## src/rtl/logic_unit_driver.sv

```systemverilog
//------------------------------------------------------------------------------
// logic_unit_driver
//
// Initiator-side companion to the ALU's combinational AND/XOR logic unit.
// Commands arrive over a valid/ready handshake and are registered onto the
// logic unit's operand ports (stage 1). One cycle later the unit's result is
// captured, together with a zero flag, into a 2-entry in-order result buffer
// (stage 2). Results leave over a valid/ready result channel. With the result
// consumer not stalling, one operation per cycle is sustained.
//
// Parameters
//   WIDTH      operand / result width
//   CNT_W      width of the completed-operation (pop) counter
//
// Ports
//   clk        clock, rising edge
//   rst_n      asynchronous active-low reset
//   cmd_valid  command present
//   cmd_ready  command accepted when cmd_valid && cmd_ready at a clk edge
//   cmd_a      operand a
//   cmd_b      operand b
//   cmd_fn     function select, 1 = XOR, 0 = AND (passed through untouched)
//   lu_a       registered operand a to the logic unit
//   lu_b       registered operand b to the logic unit
//   lu_fn      registered function select to the logic unit
//   lu_c       combinational result from the logic unit
//   res_valid  result buffer non-empty
//   res_ready  consumer takes the head result when res_valid && res_ready
//   res_data   head result
//   res_zero   head result == 0
//   busy       stage 1 occupied or result buffer non-empty
//   ops_count  results popped since reset, wrapping
//------------------------------------------------------------------------------
module logic_unit_driver #(
   parameter int WIDTH = 32,
   parameter int CNT_W = 16
) (
   input  logic             clk,
   input  logic             rst_n,
   input  logic             cmd_valid,
   output logic             cmd_ready,
   input  logic [WIDTH-1:0] cmd_a,
   input  logic [WIDTH-1:0] cmd_b,
   input  logic             cmd_fn,
   output logic [WIDTH-1:0] lu_a,
   output logic [WIDTH-1:0] lu_b,
   output logic             lu_fn,
   input  logic [WIDTH-1:0] lu_c,
   output logic             res_valid,
   input  logic             res_ready,
   output logic [WIDTH-1:0] res_data,
   output logic             res_zero,
   output logic             busy,
   output logic [CNT_W-1:0] ops_count
);

   // Zero detect for a captured result word.
   function automatic logic is_zero(input logic [WIDTH-1:0] value);
      return (value == {WIDTH{1'b0}});
   endfunction

   // Stage 1: operand registers driving the logic unit.
   logic [WIDTH-1:0] lu_a_q, lu_a_d;
   logic [WIDTH-1:0] lu_b_q, lu_b_d;
   logic             lu_fn_q, lu_fn_d;
   logic             s1_valid_q, s1_valid_d;

   // Result buffer storage, head pointer and occupancy.
   logic [WIDTH-1:0] buf_data_q [0:1];
   logic [WIDTH-1:0] buf_data_d [0:1];
   logic             buf_zero_q [0:1];
   logic             buf_zero_d [0:1];
   logic             head_q, head_d;
   logic [1:0]       count_q, count_d;

   // Registered result-channel outputs and status.
   logic             res_valid_q, res_valid_d;
   logic [WIDTH-1:0] res_data_q, res_data_d;
   logic             res_zero_q, res_zero_d;
   logic             busy_q, busy_d;
   logic [CNT_W-1:0] ops_count_q, ops_count_d;

   // Handshake qualifiers.
   logic             pop;
   logic             accept;
   logic             tail;
   logic [2:0]       occupancy;

   // res_valid_q always equals (count_q != 0), so it qualifies the pop directly.
   assign pop = res_valid_q && res_ready;

   // Occupancy the buffer will have after this edge if no new command enters:
   // the current entries, plus the stage-1 result about to be captured, minus
   // the entry leaving. A new command is only taken when it still fits after
   // its own capture one cycle later, so capture never meets a full buffer.
   // pop implies count_q >= 1, so the subtraction cannot underflow.
   assign occupancy = {1'b0, count_q} + {2'b00, s1_valid_q} - {2'b00, pop};
   assign cmd_ready = (occupancy < 3'd2);
   assign accept    = cmd_valid && cmd_ready;

   // Tail slot: with two slots, head + count reduces to an XOR of the low bit.
   assign tail = head_q ^ count_q[0];

   // Next-state computation for both stages, buffer and counters.
   always_comb begin
      lu_a_d      = lu_a_q;
      lu_b_d      = lu_b_q;
      lu_fn_d     = lu_fn_q;
      s1_valid_d  = accept;
      buf_data_d  = buf_data_q;
      buf_zero_d  = buf_zero_q;
      head_d      = head_q;
      count_d     = count_q;
      ops_count_d = ops_count_q;

      // Stage 1 load; without an accept the operand ports hold their values.
      if (accept) begin
         lu_a_d  = cmd_a;
         lu_b_d  = cmd_b;
         lu_fn_d = cmd_fn;
      end else begin
         lu_a_d  = lu_a_q;
         lu_b_d  = lu_b_q;
         lu_fn_d = lu_fn_q;
      end

      // Stage 2 capture of the logic unit result into the tail slot.
      if (s1_valid_q) begin
         buf_data_d[tail] = lu_c;
         buf_zero_d[tail] = is_zero(lu_c);
      end else begin
         buf_data_d = buf_data_q;
         buf_zero_d = buf_zero_q;
      end

      // Head advances on every pop, including a simultaneous capture.
      if (pop) begin
         head_d      = ~head_q;
         ops_count_d = ops_count_q + {{(CNT_W-1){1'b0}}, 1'b1};
      end else begin
         head_d      = head_q;
         ops_count_d = ops_count_q;
      end

      case ({s1_valid_q, pop})
         2'b10:   count_d = count_q + 2'd1;
         2'b01:   count_d = count_q - 2'd1;
         default: count_d = count_q;
      endcase

      // Output registers present the head entry as it will stand after the edge.
      res_valid_d = (count_d != 2'd0);
      res_data_d  = buf_data_d[head_d];
      res_zero_d  = buf_zero_d[head_d];
      busy_d      = s1_valid_d || res_valid_d;
   end

   // State registers; reset empties the pipeline and buffer, discarding results.
   always_ff @(posedge clk or negedge rst_n) begin
      if (!rst_n) begin
         lu_a_q        <= {WIDTH{1'b0}};
         lu_b_q        <= {WIDTH{1'b0}};
         lu_fn_q       <= 1'b0;
         s1_valid_q    <= 1'b0;
         buf_data_q[0] <= {WIDTH{1'b0}};
         buf_data_q[1] <= {WIDTH{1'b0}};
         buf_zero_q[0] <= 1'b1;
         buf_zero_q[1] <= 1'b1;
         head_q        <= 1'b0;
         count_q       <= 2'd0;
         res_valid_q   <= 1'b0;
         res_data_q    <= {WIDTH{1'b0}};
         res_zero_q    <= 1'b1;
         busy_q        <= 1'b0;
         ops_count_q   <= {CNT_W{1'b0}};
      end else begin
         lu_a_q        <= lu_a_d;
         lu_b_q        <= lu_b_d;
         lu_fn_q       <= lu_fn_d;
         s1_valid_q    <= s1_valid_d;
         buf_data_q    <= buf_data_d;
         buf_zero_q    <= buf_zero_d;
         head_q        <= head_d;
         count_q       <= count_d;
         res_valid_q   <= res_valid_d;
         res_data_q    <= res_data_d;
         res_zero_q    <= res_zero_d;
         busy_q        <= busy_d;
         ops_count_q   <= ops_count_d;
      end
   end

   assign lu_a      = lu_a_q;
   assign lu_b      = lu_b_q;
   assign lu_fn     = lu_fn_q;
   assign res_valid = res_valid_q;
   assign res_data  = res_data_q;
   assign res_zero  = res_zero_q;
   assign busy      = busy_q;
   assign ops_count = ops_count_q;

endmodule

```

## config.mk

```make
export PLATFORM = sky130hd
export DESIGN_NAME = logic_unit_driver
export DESIGN_NICKNAME = d
export VERILOG_FILES = /design/src/rtl/logic_unit_driver.sv
export SDC_FILE = /design/constraint.sdc
export NUM_CORES = 1
export LEC_CHECK = 0
export BUFFER_PORTS_ARGS = -buffer_cell sky130_fd_sc_hd__buf_2
export CAP_MARGIN = 0
export CORE_MARGIN = 2
export CORE_UTILIZATION = 43
export CTS_CLUSTER_SIZE = 30
export DETAILED_ROUTE_END_ITERATION = 7
export PLACE_DENSITY = 0.78
export REMOVE_ABC_BUFFERS = 1
export SYNTH_ARGS = -nofsm -noshare
export SYNTH_HDL_FRONTEND = slang
export SYNTH_SLANG_ARGS = --single-unit
```

## constraint.sdc

```tcl
create_clock -name clk -period 6.4 [get_ports clk]
set_input_delay 0.32 -clock clk [delete_from_list [all_inputs] [get_ports clk]]
set_output_delay 0.32 -clock clk [all_outputs]
set_load 0.1 [all_outputs]
```

Word-level counts from Yosys, hierarchy flattened
Cells that the tools add are included.
{ "totals": {"out_inout_bits": 117, "wordCells": 52, "input_bits": 101, "regBits": 186} }
{ "op_classes": {"magnitude_cmp": 4, "reduce_logical": 6, "eq_ne": 2, "addsub": 5, "n_bitwise": 4, "muxes": 16} }
{ "ops": {"columns": ["op", "n"], "rows": [
  ["32-bit 2-to-1 mux", 4],
  ["64-bit bitwise mux", 1],
  ["64-bit 2-to-1 mux", 1],
  ["32-bit demux with 1-bit select", 1],
  ["32-bit logical NOT", 1],
  ["16-bit by 1-bit adder with 16-bit output (second input constant)", 1],
  ["1-bit 2-to-1 mux", 5],
  ["2-bit greater-or-equal comparator (second input constant)", 2],
  ["1-bit NOT with 2-bit output", 2],
  ["2-bit case mux with 2 select lines", 1],
  ["2-bit by 1-bit adder with 3-bit output", 1],
  ["1-bit logical AND", 3],
  ["3-bit by 2-bit < comparator with 1-bit output (second input constant)", 1],
  ["3-bit by 1-bit subtractor with 3-bit output", 1],
  ["2-bit by 1-bit adder with 2-bit output (second input constant)", 1],
  ["2-bit bitwise mux", 1],
  ["2-bit by 1-bit == test with 1-bit output (second input constant)", 1],
  ["2-bit == test (second input constant)", 1],
  ["2-bit by 1-bit < comparator with 1-bit output (second input constant)", 1],
  ["2-bit 2-to-1 mux", 1],
  ["2-bit nonzero test", 1],
  ["2-bit by 1-bit subtractor with 2-bit output (second input constant)", 1],
  ["1-bit demux with 1-bit select", 1],
  ["1-bit logical OR", 1],
  ["other kinds (2)", 2]
]} }

Logic depth before layout (Yosys ltp)
Gate-level depths: netlist of run 1.
{ "depth": {"depth_word": 11, "ltp_mapped": 10, "ltp_nobuf": 7} }

Least setup slack after synthesis of run 1
No wires, ideal clock.
{ "synth_path": {"path_type": "reg2reg", "startpoint": "register res_valid_q, in the netlist res_valid", "endpoint": "register lu_a_q[0], in the netlist lu_a[0]", "period_less_slack_ps": 3290, "n_path_buf": 3, "arrival_time_ps": 3165, "slack_ps": 3110, "setup_time_ps": 125, "stages_incl_launch_ff": 11, "path_cell_list": "dfrtp_1 > nand2_2 > xor2_1 > nand2b_1 > fa_1 > xnor2_1 > and3_1 > clkbuf_1 > buf_2 > buf_2 > mux2_2"} }
{ "synth_via": {"elab_chain_cells": 4} }
{ "synth_rtl": {"columns": ["item", "line", "text"], "rows": [
  ["start: declaration", "77", "logic res_valid_q, res_valid_d;"],
  ["start signal: assignment", "185", "res_valid_q <= res_valid_d;"],
  ["1-bit logical AND", "90", "assign pop = res_valid_q && res_ready;"],
  ["3-bit by 1-bit subtractor with 3-bit output", "97", "assign occupancy = {1'b0, count_q} + {2'b00, s1_valid_q} - {2'b00, pop};"],
  ["3-bit by 2-bit < comparator with 1-bit output", "98", "assign cmd_ready = (occupancy < 3'd2);"],
  ["1-bit logical AND", "99", "assign accept = cmd_valid && cmd_ready;"],
  ["end signal: assignment", "161", "lu_a_q <= {WIDTH{1'b0}};"],
  ["end signal: assignment", "177", "lu_a_q <= lu_a_d;"],
  ["end: declaration", "63", "logic [WIDTH-1:0] lu_a_q, lu_a_d;"]
]} }
Every way passes these cells.
A chain may end at the register's enable or synchronous reset.

Worst setup path in the final report of run 1
Ends and elaborated chain as after synthesis.

==> results.sh, run 1 <==
export IMPL_status="finished, violations left"
export IMPL_violations="hold timing"
export IMPL_finalClockSkew_ps=7.71
export IMPL_report_final_slew_viol_count=0
export IMPL_die_width_um=134
export IMPL_num_io_pins=218
export IMPL_period_share_pct=47.3
export IMPL_rr_endpoint="lu_a[0]"
export IMPL_hold_viol=10
export IMPL_antenna_found_initial=0
export IMPL_slew_headroom_pct=34.2
export IMPL_vias_per_cell=4.94
export IMPL_fmax_mhz=330
export IMPL_synth_top_area_share_pct=63.0
export IMPL_setup_tns_ps=0
export IMPL_synth_seq_cells=186
export IMPL_postSynthCellCount=449
export IMPL_seq_area_frac_synth_pct=64.1
export IMPL_critical_path_max_fanout=63
export IMPL_criticalPathCategory="reg -> reg"
export IMPL_syn_cell_area_um2=7270
export IMPL_wl_mm=15.1
export IMPL_start_kind="register"
export IMPL_layout_cells_non_filler=903
export IMPL_finalSetupViolations=0
export IMPL_nNetsFinal=773
export IMPL_cts_buffers_inserted=17
export IMPL_avgSynthCellArea_um2=16.2
export IMPL_antenna_left=0
export IMPL_place_congestion=0.812
export IMPL_cp_end_kind="register"
export IMPL_timing_rr_start="res_valid"
export IMPL_wl_per_cell_um=16.7
export IMPL_required_ps=6700
export IMPL_maxCapViolations=0
export IMPL_path_clk_slew_ps=70
export IMPL_fin_crit_ps=3030
export IMPL_first_pass_iters=4
export IMPL_finish_utilization_pct=55.4
export IMPL_drc_errors=0
export IMPL_clock_latency_ps=420
export IMPL_grt_use_total_pct=17.1
export IMPL_drive_gt1_share_pct=62.2
export IMPL_grt_start_max_net_pins=109
export IMPL_fp_row_count=47
export IMPL_start_util_pct=44.0
export IMPL_cts_tree="built"
export IMPL_htreeDepth=4
export IMPL_syn_to_final_growth_pct=26.0
export IMPL_yosys_warnings=0
export IMPL_cts_setup_buffers=0
export IMPL_antenna_cells=0
export IMPL_holdWs_ps=-18.5
export IMPL_core_area_um2=16500
export IMPL_grt_pass1_vias=4602
export IMPL_design_die_area_um2=18000
export IMPL_io_buffers=217
export IMPL_worst_slew_pin_transition_ps=987
export IMPL_cts_buffer_depth=2
export IMPL_yosysTopAreaCell="dfrtp_1"
export IMPL_cts_sinks=186
export IMPL_dp_hpwl_mm=10.6
export IMPL_critical_path_arrival_ps=3330
export IMPL_cts_hold_buffers_added=0
export IMPL_rsz0062_at_grt="no"
export IMPL_vias=4457
export IMPL_dp_cells=871
export IMPL_synthDistinctLibCells=29
export IMPL_drt_initial_drc_count=130
export IMPL_hold_class="in -> async"
export IMPL_grt_first_pass_wirelength_mm=24.0
export IMPL_r2r_slack_ps=3370
export IMPL_clockRootBuffer="clkbuf_16"
export IMPL_synth_area_leaders="dfrtp_1 63%, mux2_2 21%, mux2_4 5.8%"
export IMPL_overflow=0
export IMPL_die_y_um=134
export IMPL_r2r_cells=8
export IMPL_cts_resized=0
==> critical path, stage by stage (launching register included) <==
cell      delay (ps)
dfrtp_1          410
nand2_2          160
xor2_1           230
nand2b_1         200
fa_1             390
xnor2_1          160
and3_2           260
buf_4            620
mux2_2           420
==> cell type report <==
class                   instances  area, um2
multi-input cells             240       2470
clock buffers                  18        439
flip-flops and latches        186       4660
fillers                      1355       7370
well taps                     220        275
clock inverters                14        174
repair buffers                222       1130
inverters                       3       11.3
==> registers in the layout, indices dropped and copies added, names as in the netlist <==
name and cells:
s1_valid_q 1, lu_b 32, busy 1, buf_zero_q 2, buf_data_q 64, ops_count 16
res_valid 1, head_q 1, res_data 32, lu_fn 1, count_q 2, lu_a 32
res_zero 1
==> cell usage after synthesis <==
library cell / count
dfrtp_1: 183
dfstp_2: 3
nor2_1: 6
buf_6: 5
o21bai_1: 1
fa_1: 1
o211ai_1: 1
and3_1: 4
o21a_1: 1
nor4_1: 10
nand2_1: 8
nor3_1: 4
o221a_2: 1
clkbuf_1: 1
inv_1: 3
nand4_1: 4
mux2_4: 28
nand2b_1: 2
nand2_2: 1
and2_1: 2
and4_1: 1
nand3_1: 5
xnor2_1: 12
ha_1: 1
xor2_1: 9
mux2_2: 136
buf_2: 14
nor3b_1: 1
or2_1: 1
==> cell usage in the layout (no fill, tap or decap), drive strengths merged, types with 2 or more instances in the layout <==
master,count
inv,11
nand4,4
nand2b,2
buf,222
dfstp,3
nand3,5
nand2,9
xor2,9
nor3,4
nor4,10
clkbuf,18
and3,4
bufinv,2
dfrtp,183
mux2,164
nor2,6
clkinv,3
xnor2,12
and2,2
==> through the flow <==
stage | worst slack [ps] | area, um2
5_1_grt | 3170 | 9160
4_1_cts | 3390 | 9160
2_1_floorplan | 2090 | 7140
3_3_place_gp | 3540 | 8540
3_5_place_dp | 3390 | 8540
6_report | 3370 | 9160
==> routing by layer <==
metal / track usage (%) / vias to the layer above / wire [um]
met3: 4.57 / 20 / 881
li1: - / 2030 / -
met5: 0 / - / 0
met2: 29.2 / 151 / 7690
met1: 21.2 / 2256 / 6250
met4: 5.79 / 0 / 297
==> worst max-delay path by stage <==
stage,startpoint,endpoint,slack (ps),cells after the start
floorplan,res_valid,lu_a[0],2090,7
global placement,res_ready,lu_a[27],3540,9
detailed placement,res_ready,lu_a[0],3390,9
CTS,res_valid,lu_a[0],3390,8
global route,res_valid,lu_a[0],3170,8
finish,res_valid,lu_a[0],3370,8
==> logic make-up (layout without fill, tap and decap cells) <==
| group | count (synthesis) | after routing | synth area share, % |
|---|---|---|---|
| xor gates and xnor gates | 21 | 21 | 2.53 |
| AOI/OAI and AO/OA | 4 | 4 | 0.465 |
| muxes | 164 | 164 | 26.9 |
| adders and majority gates | 2 | 2 | 0.448 |
| and+or+nand+nor | 49 | 49 | 3.63 |
| buffers and inverters | 23 | 257 | 1.95 |
| DFF | 186 | 186 | 64.1 |
Power of run 1 is left out: the tool's default activity adds up to more than one toggle a clock period on the data nets, which glitch-free logic cannot reach.
==> inputs of run 2 (changes only) <==
- ABC_AREA: default -> 1
- PLACE_DENSITY: 0.78 -> 0.77
- clock period: 6.4 -> 3.07 ns (I/O delays scaled with it)
==> results.sh, run 2 <==
export IMPL_status="finished clean"
export IMPL_yosysMostFrequentCell="nand2_1"
export IMPL_start_util_pct=44.1
export IMPL_hold_end="ops_count[1]"
export IMPL_antenna_cells=0
export IMPL_synth_edf_count=0
export IMPL_hold_viol=0
export IMPL_synthArstFlopShare_pct=100
export IMPL_wl_mm=19.0
export IMPL_io_buffers=217
export IMPL_fin_crit_ps=2600
export IMPL_postSynthCellCount=803
export IMPL_yosys_area_share_simple_pct=23.3
export IMPL_drt_initial_drc_count=362
export IMPL_synth_xor_area_share_pct=2.16
export IMPL_period_share_pct=84.7
export IMPL_cts_tree="built"
export IMPL_cts_buffers_inserted=17
export IMPL_synthDistinctLibCells=33
export IMPL_holdWs_ps=150
export IMPL_final_area_um2=10500
export IMPL_drc_errors=0
export IMPL_largest_reg_flops=64
export IMPL_syn_to_final_growth_pct=36.6
export IMPL_final_common_cell="nand2_1"
export IMPL_synth_compound_area_share_pct=7.41
export IMPL_slew_headroom_pct=50.4
export IMPL_mostFrequentLayoutCells="353 x nand2_1, 216 x buf_2, 183 x dfrtp_1"
export IMPL_critical_path_max_fanout=7
export IMPL_fillers=1388
export IMPL_worst_slew_pin_transition_ps=744
export IMPL_place_area_um2=8910
export IMPL_drive_gt1_share_pct=29.1
export IMPL_dp_hpwl_mm=11.2
export IMPL_wl_per_cell_um=14.1
export IMPL_report_final_slew_viol_count=0
export IMPL_muxShareOfSynthArea_pct=0
export IMPL_cp_end_kind="output pin"
export IMPL_criticalPathCategory="reg -> out"
export IMPL_avgSynthCellArea_um2=9.53
export IMPL_overflow=0
export IMPL_grt_first_pass_wirelength_mm=29.5
export IMPL_core_area_um2=17400
export IMPL_antenna_found_initial=0
export IMPL_clockRootBuffer="clkbuf_16"
export IMPL_min_from="res_ready"
export IMPL_place_congestion=0.792
export IMPL_num_io_pins=218
export IMPL_rr_endpoint="lu_b[25]"
export IMPL_start_kind="register"
export IMPL_finalClockSkew_ps=8.21
export IMPL_min_path_cells=4
export IMPL_syn_cell_area_um2=7650
export IMPL_regMostFlops="buf_data_q"
export IMPL_nNetsFinal=1214
export IMPL_grt_use_total_pct=20.0
export IMPL_yosysTopAreaCell="dfrtp_1"
export IMPL_vias_per_cell=4.73
export IMPL_die_y_um=137
export IMPL_hold_class="in -> reg"
export IMPL_clock_latency_ps=420
export IMPL_path_clk_slew_ps=60
export IMPL_critical_path_arrival_ps=2450
export IMPL_timing_rr_start="res_valid"
export IMPL_grt_pass1_vias=6106
export IMPL_maxCapViolations=0
export IMPL_synthAdderAreaFrac_pct=0.425
export IMPL_yosys_warnings=0
export IMPL_r2r_slack_ps=780
export IMPL_finish_utilization_pct=60.2
export IMPL_vias=6368
export IMPL_synthTopCellsByCount="353 x nand2_1, 183 x dfrtp_1, 51 x o21ai_2"
export IMPL_fp_row_count=48
export IMPL_synth_top_area_share_pct=59.8
export IMPL_first_pass_iters=5
export IMPL_rsz0062_at_grt="no"
export IMPL_fmax_mhz=385
export IMPL_antenna_left=0
export IMPL_ys_flop_type="dfrtp_1"
export IMPL_design_die_area_um2=18900
export IMPL_r2r_cells=12
export IMPL_synth_area_leaders="dfrtp_1 60%, nand2_1 17%, o21ai_2 5.8%"
export IMPL_finalSetupViolations=0
export IMPL_cts_sinks=186
export IMPL_synth_seq_cells=186
export IMPL_seq_area_frac_synth_pct=60.9
export IMPL_synth_top_family_by_area="simple AND/OR/NAND/NOR gates"
export IMPL_die_width_um=137
export IMPL_required_ps=2920
export IMPL_cts_buffer_depth=2
export IMPL_grt_start_max_net_pins=93
export IMPL_htreeDepth=4
export IMPL_cts_setup_buffers=0
export IMPL_cts_resized=0
run 2: kinds of logic after synthesis:
logic type,after synthesis
XOR/XNOR,18
AO/OA/AOI/OAI,74
flip-flops,186
AND/OR/NAND/NOR,438
buffers and inverters,85
adder cells (fa/ha/maj),2
run 2: worst max path at each step:
stage               startpoint          end  slack [ps]  cells past startpoint
finish               res_valid    cmd_ready         470                      8
global route         res_valid    cmd_ready         290                      8
detailed placement   res_valid     lu_b[19]         810                     12
CTS                  res_valid    cmd_ready         420                      8
floorplan            res_valid      lu_a[0]       -1040                     11
global placement        head_q  res_data[2]         890                      7
run 2: final cells by class:
type	instances	area, um2	share of cell area [%]
flip-flops and latches	186	4660	44.6
multi-input cells	532	2560	24.5
repair buffers	322	2190	21.0
clock buffers	18	429	4.11
well taps	225	282	2.69
inverters	52	200	1.92
clock inverters	12	128	1.22
run 2: metal layers:
metal / global-route usage [%] / part of all wire (%) / vias to the layer above
met5: 0 / 0 / -
met4: 7.33 / 2.1 / 0
met3: 5.26 / 7.9 / 36
met2: 33.0 / 47 / 258
met1: 25.3 / 43 / 3002
li1: - / - / 3072
run 2: worst max-delay path, cell delays in order (launching register included):
cell and delay (ps):
dfrtp_1 350, nand2_2 150, nor2_1 230, o21ai_0 160
fa_1 410, xnor2_1 140, nand2_1 80, inv_2 60
buf_2 440
run 2: per-stage QoR:
step	setup TNS (ps)	cells	worst slack [ps]
6_report	0	1347	470
5_1_grt	0	1347	286
4_1_cts	0	1347	425
3_5_place_dp	0	1219	809
3_3_place_gp	0	1219	886
2_1_floorplan	-82190	770	-1040
run 2: repair_timing:
action                                 CTS  global route
endpoints found under the hold margin  203             0
hold buffers                            98             0
setup endpoints to repair                0             0
Power of run 2 is left out for the same reason.
==> inputs of run 3 (changes only) <==
- PLACE_DENSITY: 0.77 -> 0.8
- clock period: 3.07 -> 2.35 ns (I/O delays scaled with it)
==> results.sh, run 3 (synthesis gave the netlist of run 2 again) <==
export IMPL_cts_buffers_inserted=17
export IMPL_dp_hpwl_mm=11.6
export IMPL_criticalPathCategory="reg -> out"
export IMPL_fin_crit_ps=2200
export IMPL_start_kind="register"
export IMPL_wl_per_cell_um=14.6
export IMPL_wl_mm=19.8
export IMPL_final_area_um2=10600
export IMPL_fmax_mhz=455
export IMPL_finalSetupViolations=0
export IMPL_overflow=0
export IMPL_cts_sinks=186
export IMPL_layout_cells_non_filler=1357
export IMPL_start_util_pct=44.1
export IMPL_r2r_slack_ps=210
export IMPL_die_y_um=137
export IMPL_critical_path_arrival_ps=2080
export IMPL_crit_top_cell="inv_2"
export IMPL_path_clk_slew_ps=70
export IMPL_nNetsFinal=1222
export IMPL_htreeDepth=4
export IMPL_report_final_slew_viol_count=0
export IMPL_fp_row_count=48
export IMPL_period_share_pct=93.5
export IMPL_num_io_pins=218
export IMPL_hold_end="ops_count[0]"
export IMPL_drive_gt1_share_pct=29.9
export IMPL_first_pass_iters=5
export IMPL_min_path_cells=3
export IMPL_design_die_area_um2=18900
export IMPL_holdWs_ps=21.6
export IMPL_cp_end_kind="output pin"
export IMPL_worst_slew_pin_transition_ps=579
export IMPL_rr_endpoint="lu_b[14]"
export IMPL_cts_tree="built"
export IMPL_grt_start_max_net_pins=67
export IMPL_antenna_found_initial=1
export IMPL_grt_use_total_pct=20.6
export IMPL_crit_chain="nand2_4, inv_2, nor2_1, o21ai_0, fa_2, xnor2_2, nand2_1, inv_2, buf_12"
export IMPL_critical_path_max_fanout=8
export IMPL_drc_errors=0
export IMPL_die_width_um=137
export IMPL_min_from="res_ready"
export IMPL_syn_to_final_growth_pct=38.5
export IMPL_drt_initial_drc_count=347
export IMPL_cts_buffer_depth=2
export IMPL_finalClockSkew_ps=9.34
export IMPL_status="finished clean"
export IMPL_place_congestion=0.795
export IMPL_hold_viol=0
export IMPL_timing_rr_start="res_valid"
export IMPL_io_buffers=217
export IMPL_antenna_cells=0
export IMPL_dp_cells=1226
export IMPL_critPathMaxStageDelay_ps=410
export IMPL_rsz0062_at_grt="no"
export IMPL_slowest_stage="dfrtp_1"
export IMPL_vias=6507
export IMPL_mostFrequentLayoutCells="353 x nand2_1, 215 x buf_2, 183 x dfrtp_1"
export IMPL_grt_first_pass_wirelength_mm=30.4
export IMPL_r2r_cells=11
export IMPL_antenna_left=0
export IMPL_maxCapViolations=0
export IMPL_clockRootBuffer="clkbuf_16"
export IMPL_largest_reg_flops=64
export IMPL_setup_tns_ps=0
export IMPL_slew_headroom_pct=61.4
export IMPL_regMostFlops="buf_data_q"
export IMPL_clock_latency_ps=420
export IMPL_core_area_um2=17400
export IMPL_final_common_cell="nand2_1"
export IMPL_vias_per_cell=4.80
export IMPL_hold_class="in -> reg"
export IMPL_grt_pass1_vias=6391
export IMPL_place_area_um2=8970
export IMPL_required_ps=2230
[run 3: critical path, delay by kind of cell, from the launching register on]
kind / cells / cell delay (ps)
flip-flops: 1 / 410
adder cells (fa/ha/maj): 1 / 370
XOR/XNOR: 1 / 150
AO/OA/AOI/OAI: 1 / 100
AND/OR/NAND/NOR: 3 / 270
buffers and inverters: 3 / 350
[run 3: worst max path at each step]
stage	startpoint	end	slack, ps
final	res_valid	cmd_ready	150
after global routing	res_valid	cmd_ready	10
after CTS	res_valid	cmd_ready	60
after detailed placement	res_valid	lu_b[8]	150
after global placement	res_valid	lu_b[19]	250
after floorplan	res_valid	lu_a[0]	-1760
[run 3: layout make-up]
cell class,count,area [um2]
clock buffers,21,470
clock inverters,11,135
fillers,1331,6760
inverters,52,200
multi-input cells,532,2580
flip-flops and latches,186,4660
well taps,225,282
repair buffers,330,2270
[run 3: routing by layer]
metal	global-route usage (%)	share of wire, %	up-vias
li1	-	-	3107
met3	5.00	7.5	33
met1	25.3	41	3109
met4	7.79	2.3	2
met5	0	0.066	-
met2	35.3	49	256
[run 3: stage by stage]
stage / setup WS [ps] / utilization, %
floorplan: -1760 / -
global placement: 254 / 51.7
detailed placement: 154 / 51.7
CTS: 58.9 / 60.8
global route: 11.7 / 61.1
finish: 153 / 61.1
[run 3: repair_timing]
item / in CTS / in global routing
hold buffers: 98 / 0
gates resized for setup: 0 / 5
buffers inserted: 0 / 0
endpoints found under the setup margin: 0 / 59
hold endpoints to repair: 196 / 0
Power of run 3 is left out for the same reason.
